--- src/rtl/esc_sequencer.sv ---
// ESC sequencer: arming/failsafe state machine feeding slew-limited PWM duty
// values to a four-channel PWM core, updated once per frame.
module esc_sequencer #(
    parameter int CW             = 32,
    parameter int PERIOD_TICKS   = 2000000,
    parameter int MIN_TICKS      = 100000,
    parameter int TICKS_PER_UNIT = 100,
    parameter int MAX_THR        = 1000,
    parameter int MAX_STEP       = 5000,
    parameter int ARM_FRAMES     = 100,
    parameter int TIMEOUT_FRAMES = 25
) (
    input  logic          clk,
    input  logic          rst_n,
    input  logic          arm_req,
    input  logic          disarm_req,
    input  logic          cmd_valid,
    output logic          cmd_ready,
    input  logic [10:0]   cmd_thr0,
    input  logic [10:0]   cmd_thr1,
    input  logic [10:0]   cmd_thr2,
    input  logic [10:0]   cmd_thr3,
    output logic [CW-1:0] period,
    output logic [CW-1:0] duty0,
    output logic [CW-1:0] duty1,
    output logic [CW-1:0] duty2,
    output logic [CW-1:0] duty3,
    output logic          frame_tick,
    output logic [1:0]    state
);

    typedef enum logic [1:0] {
        ST_DISARMED = 2'd0,
        ST_ARMING   = 2'd1,
        ST_ARMED    = 2'd2,
        ST_FAILSAFE = 2'd3
    } state_t;

    localparam logic [CW-1:0] PERIOD_C   = CW'(PERIOD_TICKS);
    localparam logic [CW-1:0] LAST_C     = CW'(PERIOD_TICKS - 1);
    localparam logic [CW-1:0] MIN_C      = CW'(MIN_TICKS);
    localparam logic [CW-1:0] STEP_C     = CW'(MAX_STEP);
    localparam logic [CW-1:0] TPU_C      = CW'(TICKS_PER_UNIT);
    localparam logic [10:0]   MAXTHR_C   = 11'(MAX_THR);
    localparam logic [15:0]   ARM_LAST_C = 16'(ARM_FRAMES - 1);
    localparam logic [15:0]   TO_LAST_C  = 16'(TIMEOUT_FRAMES - 1);

    function automatic logic [CW-1:0] target_of(input logic [10:0] thr);
        logic [10:0] thr_c;
        thr_c = (thr > MAXTHR_C) ? MAXTHR_C : thr;
        return MIN_C + CW'(thr_c) * TPU_C;
    endfunction

    // Move from 'from' toward 'tgt' by at most STEP_C, never overshooting.
    function automatic logic [CW-1:0] slew(input logic [CW-1:0] from, input logic [CW-1:0] tgt);
        logic [CW-1:0] diff;
        if (tgt >= from) begin
            diff = tgt - from;
            return from + ((diff > STEP_C) ? STEP_C : diff);
        end else begin
            diff = from - tgt;
            return from - ((diff > STEP_C) ? STEP_C : diff);
        end
    endfunction

    state_t        state_r, state_s;
    logic [CW-1:0] cnt_r, cnt_s;
    logic          tick_r, tick_s;
    logic [15:0]   arm_cnt_r, arm_cnt_s;
    logic [15:0]   to_cnt_r, to_cnt_s;
    logic          restart_r, restart_s;
    logic          ready_r, ready_s;
    logic [CW-1:0] shadow_r [4];
    logic [CW-1:0] shadow_s [4];
    logic [CW-1:0] duty_r [4];
    logic [CW-1:0] duty_s [4];
    logic [CW-1:0] tgt_s [4];
    logic          accept_s;

    assign tgt_s[0] = target_of(cmd_thr0);
    assign tgt_s[1] = target_of(cmd_thr1);
    assign tgt_s[2] = target_of(cmd_thr2);
    assign tgt_s[3] = target_of(cmd_thr3);

    // A disarm in the same cycle wins over any handshake.
    assign accept_s = cmd_valid && ready_r && !disarm_req;

    assign period     = PERIOD_C;
    assign cmd_ready  = ready_r;
    assign frame_tick = tick_r;
    assign state      = state_r;
    assign duty0      = duty_r[0];
    assign duty1      = duty_r[1];
    assign duty2      = duty_r[2];
    assign duty3      = duty_r[3];

    // Frame counter wrap; frame_tick is registered so it lines up with the last count.
    always_comb begin
        cnt_s  = cnt_r + CW'(1);
        tick_s = 1'b0;
        if (cnt_r == LAST_C) begin
            cnt_s = {CW{1'b0}};
        end else begin
            cnt_s = cnt_r + CW'(1);
        end
        tick_s = (cnt_s == LAST_C);
    end

    // Sequencer state, frame counts and shadow targets.
    always_comb begin
        state_s   = state_r;
        arm_cnt_s = arm_cnt_r;
        to_cnt_s  = to_cnt_r;
        restart_s = restart_r;
        shadow_s  = shadow_r;
        if (tick_r && (state_r == ST_ARMED)) begin
            restart_s = 1'b0;
        end else begin
            restart_s = restart_r;
        end
        if (disarm_req) begin
            state_s   = ST_DISARMED;
            arm_cnt_s = 16'd0;
            to_cnt_s  = 16'd0;
            restart_s = 1'b0;
        end else begin
            case (state_r)
                ST_DISARMED: begin
                    if (arm_req) begin
                        state_s   = ST_ARMING;
                        arm_cnt_s = 16'd0;
                    end else begin
                        state_s = ST_DISARMED;
                    end
                end
                ST_ARMING: begin
                    if (tick_r && (arm_cnt_r == ARM_LAST_C)) begin
                        state_s  = ST_ARMED;
                        to_cnt_s = 16'd0;
                        for (int i = 0; i < 4; i++) shadow_s[i] = MIN_C;
                    end else if (tick_r) begin
                        arm_cnt_s = arm_cnt_r + 16'd1;
                    end else begin
                        arm_cnt_s = arm_cnt_r;
                    end
                end
                ST_ARMED: begin
                    if (accept_s) begin
                        to_cnt_s = 16'd0;
                        shadow_s = tgt_s;
                    end else if (tick_r && (to_cnt_r == TO_LAST_C)) begin
                        state_s  = ST_FAILSAFE;
                        to_cnt_s = 16'd0;
                    end else if (tick_r) begin
                        to_cnt_s = to_cnt_r + 16'd1;
                    end else begin
                        to_cnt_s = to_cnt_r;
                    end
                end
                ST_FAILSAFE: begin
                    if (accept_s) begin
                        state_s   = ST_ARMED;
                        to_cnt_s  = 16'd0;
                        restart_s = 1'b1;
                        shadow_s  = tgt_s;
                    end else begin
                        state_s = ST_FAILSAFE;
                    end
                end
                default: begin
                    state_s = ST_DISARMED;
                end
            endcase
        end
        ready_s = (state_s == ST_ARMED) || (state_s == ST_FAILSAFE);
    end

    // Duty is only recomputed on the frame boundary, from the state held during frame_tick.
    always_comb begin
        duty_s = duty_r;
        if (tick_r) begin
            case (state_r)
                ST_DISARMED: begin
                    for (int i = 0; i < 4; i++) duty_s[i] = {CW{1'b0}};
                end
                ST_ARMED: begin
                    for (int i = 0; i < 4; i++)
                        duty_s[i] = slew(restart_r ? MIN_C : duty_r[i], shadow_r[i]);
                end
                ST_ARMING, ST_FAILSAFE: begin
                    for (int i = 0; i < 4; i++) duty_s[i] = MIN_C;
                end
                default: begin
                    for (int i = 0; i < 4; i++) duty_s[i] = {CW{1'b0}};
                end
            endcase
        end else begin
            duty_s = duty_r;
        end
    end

    // State and datapath registers.
    always_ff @(posedge clk or negedge rst_n) begin
        if (!rst_n) begin
            state_r   <= ST_DISARMED;
            cnt_r     <= {CW{1'b0}};
            tick_r    <= 1'b0;
            arm_cnt_r <= 16'd0;
            to_cnt_r  <= 16'd0;
            restart_r <= 1'b0;
            ready_r   <= 1'b0;
            for (int i = 0; i < 4; i++) begin
                shadow_r[i] <= MIN_C;
                duty_r[i]   <= {CW{1'b0}};
            end
        end else begin
            state_r   <= state_s;
            cnt_r     <= cnt_s;
            tick_r    <= tick_s;
            arm_cnt_r <= arm_cnt_s;
            to_cnt_r  <= to_cnt_s;
            restart_r <= restart_s;
            ready_r   <= ready_s;
            for (int i = 0; i < 4; i++) begin
                shadow_r[i] <= shadow_s[i];
                duty_r[i]   <= duty_s[i];
            end
        end
    end

endmodule

--- config.mk ---
export PLATFORM = sky130hd
export DESIGN_NAME = esc_sequencer
export DESIGN_NICKNAME = d
export VERILOG_FILES = /design/src/rtl/esc_sequencer.sv
export SDC_FILE = /design/constraint.sdc
export NUM_CORES = 1
export LEC_CHECK = 0
export CAP_MARGIN = 20
export CELL_PAD_IN_SITES_DETAIL_PLACEMENT = 0
export CELL_PAD_IN_SITES_GLOBAL_PLACEMENT = 1
export CORE_AREA = 8 8 273 275
export DETAILED_ROUTE_END_ITERATION = 16
export DIE_AREA = 0 0 281 283
export PLACE_DENSITY = 0.89
export SLEW_MARGIN = 10
export SYNTH_ARGS = -nofsm -noshare
export SYNTH_HDL_FRONTEND = slang
export SYNTH_SLANG_ARGS = --single-unit
--- constraint.sdc ---
create_clock -name clk -period 31.4 [get_ports clk]
set_input_delay 3.14 -clock clk [delete_from_list [all_inputs] [get_ports clk]]
set_output_delay 3.14 -clock clk [all_outputs]
set_load 0.005 [all_outputs]
==> results_tabular.tex <==
\begin{tabular}{lr}
\hline
Metric & Value \\
\hline
\multicolumn{2}{l}{\textbf{Status}} \\
Run status & finished clean \\
\multicolumn{2}{l}{\textbf{Synth}} \\
Part of the Yosys area used for sequential elements & between 10\% and 20\% \\
Synthesized flop and latch total & approximately 270 \\
Leading area contributor after synthesis & dfrtp\_1 \\
Count of flip-flops with a built-in enable after synthesis & 0 \\
Synth Warn \# & 0 \\
Synthesized instance count & 4,452 \\
Async set-reset flop share out of synthesis & 100.0\% \\
Most instantiated flip-flop cell in the synthesis netlist & dfrtp\_1 \\
Average instance area after synthesis & around 8 um\^{}2 \\
Area fraction of the dominant cell type after synthesis & between 10\% and 20\% \\
Area of the mapped netlist & roughly 35,000 um\^{}2 \\
Largest cells by area after synthesis & dfrtp\_1 (17\%), ha\_1 (16\%), xnor2\_1 (5.8\%), a21oi\_1 (5.4\%), nand2\_1 (3.8\%) \\
Count of distinct cell types in the synthesized netlist & 99 \\
\multicolumn{2}{l}{\textbf{Global route}} \\
Global-route usage over all layers & a little over a quarter \\
Maximum number of pins on one net before global-route repair & 95 \\
Total grt overflow & 0 \\
Wire length of the first global-routing pass & around 180,000 um \\
Number of global-route vias before repair & approximately 32,000 \\
Number of antenna violations at the first check in global routing & 5 \\
\multicolumn{2}{l}{\textbf{Setup path}} \\
Startpoint class of the critical path & register \\
Delay contributed by the slowest stage of the critical path & 0.74 ns \\
Arrival time worst endpoint & approximately 11 ns \\
Category of the worst setup path capture point & register \\
Most used cell, CP & o21ai\_0 \\
Depth of the worst register-to-register path & 40 \\
WS Path Type & register to register \\
Start of the worst register-to-register path & restart\_r \\
Critical-path top delay cell & o41ai\_1 \\
Required time of the critical path & between 30 and 40 ns \\
Crit path max fanout & 39 \\
Crit. Startpoint & restart\_r \\
\multicolumn{2}{l}{\textbf{Cells and area}} \\
Area Growth Syn to Fin & 10.86\% \\
Number of filler instances in the final layout & around 6,800 \\
Nets & 5,036 \\
Commonest non-fill, non-tap cell in the layout & ha\_1 \\
Final design area excluding fillers & slightly below 40,000 um\^{}2 \\
Fraction of layout cells with a size suffix above 1 & about 5.2\% \\
Commonest non-fill, non-tap cells in the layout & ha\_1 (431), a21oi\_1 (375), nand2\_1 (350), nor2\_1 (322), inv\_1 (295) \\
\multicolumn{2}{l}{\textbf{Clocking}} \\
Max H-tree Level & 2 \\
Buffer depth of the longest clock path & 3 \\
Number of buffers added by the clock tree synthesis step & 37 \\
Count of hold buffers inserted by post-cts repair & 0 \\
Clock slew at reported path FFs & roughly 0.05 ns \\
CTS tree & yes \\
Total setup buffers inserted after CTS & 0 \\
CTS sink cnt & 265 \\
Post-CTS sizing & 0 \\
Clock insertion delay at the later pin of the skew report & about 0.57 ns \\
Clk root buf & clkbuf\_16 \\
\multicolumn{2}{l}{\textbf{STA}} \\
Achievable frequency & 95.78 MHz \\
Clock Skews & between 0.02 and 0.025 ns \\
RSZ-0062 raised after global routing & false \\
Actual transition at the worst max-transition pin & between 1 and 1.5 ns \\
Fin crit share & approximately 33\% \\
Final critical delay including setup and external delays & approximately 10 ns \\
Setup violations, final & 0 \\
Worst max-slew margin expressed relative to the limit & 25.33\% \\
Number of max-slew violations in the final report & 0 \\
Endpoints failing hold & 0 \\
Summed negative setup slack over all endpoints & 0 ns \\
Worst hold slack & slightly below 0.5 ns \\
\multicolumn{2}{l}{\textbf{Floorplan}} \\
Vert. Die Dim & about 280 um \\
Area enclosed by the die boundary & $\sim$80,000 um\^{}2 \\
Core area & just over 70,000 um\^{}2 \\
Count of boundary I/O pins & approximately 210 \\
Initial core utilization & 49.17\% \\
Die Width & 281 um \\
Row count & 98 \\
\multicolumn{2}{l}{\textbf{Drt}} \\
Number of vias per cell & 6.096 \\
Iteration-0 DRC Markers & around 2,800 \\
DR DRC count & 0 \\
Count of TritonRoute iterations in the first routing pass & 8 \\
Post-DRT Antenna Nets & 0 \\
WL per Instance & 20.48 um \\
Vias & about 34,000 \\
Wire length reported by the detailed router & roughly 110,000 um \\
\multicolumn{2}{l}{\textbf{Pwr}} \\
Power density over the cells & around 37 nW/um\^{}2 \\
Worst IR drop on VDD & roughly 0.040 mV \\
Leakage power summed over all cells & 17.94 nW \\
\multicolumn{2}{l}{\textbf{Placement}} \\
\# port buffers & 180 \\
Area after detailed placement & 37,130 um\^{}2 \\
Post-detail-place hpwl & 87,500 um \\
Final weighted congestion in routability-driven placement & 0.9781 \\
\multicolumn{2}{l}{\textbf{Hold path}} \\
Hold crit path type & register to register \\
Number of cells traversed by the worst hold path & 1 \\
Hold wc startpoint & cnt\_r[0] \\
\multicolumn{2}{l}{\textbf{Run}} \\
Max cap viols & 0 \\
\hline
\end{tabular}
[power by group]
| group | switching (mW) | internal [mW] | total, mW |
|---|---|---|---|
| registers | 0.00605 | 0.353 | 0.359 |
| logic | 0.361 | 0.246 | 0.607 |
| clock network | 0.171 | 0.284 | 0.455 |
[per-layer routing]
layer | global-route usage (%) | share of wire, %
met1 | 36.68 | 44
met2 | 42.65 | 44
met3 | 5.286 | 7.8
met4 | 10.81 | 4.1
met5 | 0 | 0.038
[cell usage after synthesis, types with 86 or more instances]
library cell and instances:
inv_1 296, nor3_1 113, nand3_1 116, nor2_1 323
a21oi_1 375, xnor2_1 229, ha_1 431, o21ai_0 246
nor2b_1 86, nand2_1 352, dfrtp_1 241, clkbuf_1 154
xor2_1 134
[cells by family after synthesis]
| logic type | Yosys count | synth area share [%] |
|---|---|---|
| xor gates and xnor gates | 363 | 9.172 |
| muxes | 29 | 0.8590 |
| and+or+nand+nor | 1455 | 21.22 |
| other | 2 | 0.02166 |
| adders and majority gates | 465 | 17.46 |
| AOI/OAI and AO/OA | 1348 | 25.94 |
| buffers and inverters | 525 | 6.107 |
| DFF | 265 | 19.22 |
[per-stage QoR]
stage | setup slack, ns | instances | total power, mW | util [%]
2_1_floorplan | 21.03 | 4494 | 0.8362 | -
3_3_place_gp | 21.05 | 5435 | 0.9582 | 52.66
3_5_place_dp | 21.17 | 5435 | 0.9629 | 52.66
4_1_cts | 21.10 | 5501 | 1.425 | 54.50
5_1_grt | 20.08 | 5501 | 1.515 | 54.50
6_report | 20.96 | 5503 | 1.421 | 54.50
[critical path, delay by kind of cell (launching register included)]
kind                       cells  cell delay (ns)
DFF                            1             0.73
and+or+nand+nor                8             2.08
adders and majority gates      4             1.21
AOI/OAI and AO/OA             23             5.45
buffers and inverters          3             0.45
xor gates and xnor gates       2             0.34
[state kept, by name, indices dropped and copies added (netlist names)]
signal / count
duty3: 32
shadow_r: 68
duty2: 32
state: 2
cnt_r: 32
to_cnt_r: 16
cmd_ready: 1
frame_tick: 1
duty0: 32
duty1: 32
arm_cnt_r: 16
restart_r: 1
[final timing paths]
path / to / slack (ns)
min in group asynchronous: duty1[25] / 2.57
max reg2reg: duty0[31] / 20.96
min: cnt_r[0] / 0.48
min reg2reg: cnt_r[0] / 0.48
max in group asynchronous: duty2[29] / 26.59
max: duty0[31] / 20.96
[layout make-up]
type / instances / area (um^2) / share of cell area [%]
clock inverters: 15 / 249.0 / 0.6479
flip-flops and latches: 265 / 6668 / 17.35
clock buffers: 51 / 1049 / 2.728
repair buffers: 214 / 2062 / 5.366
multi-input cells: 3704 / 26070 / 67.84
diodes: 2 / 5.005 / 0.01302
inverters: 302 / 1136 / 2.956
well taps: 950 / 1189 / 3.093
Note: power is estimated with default switching activity, not from simulation.
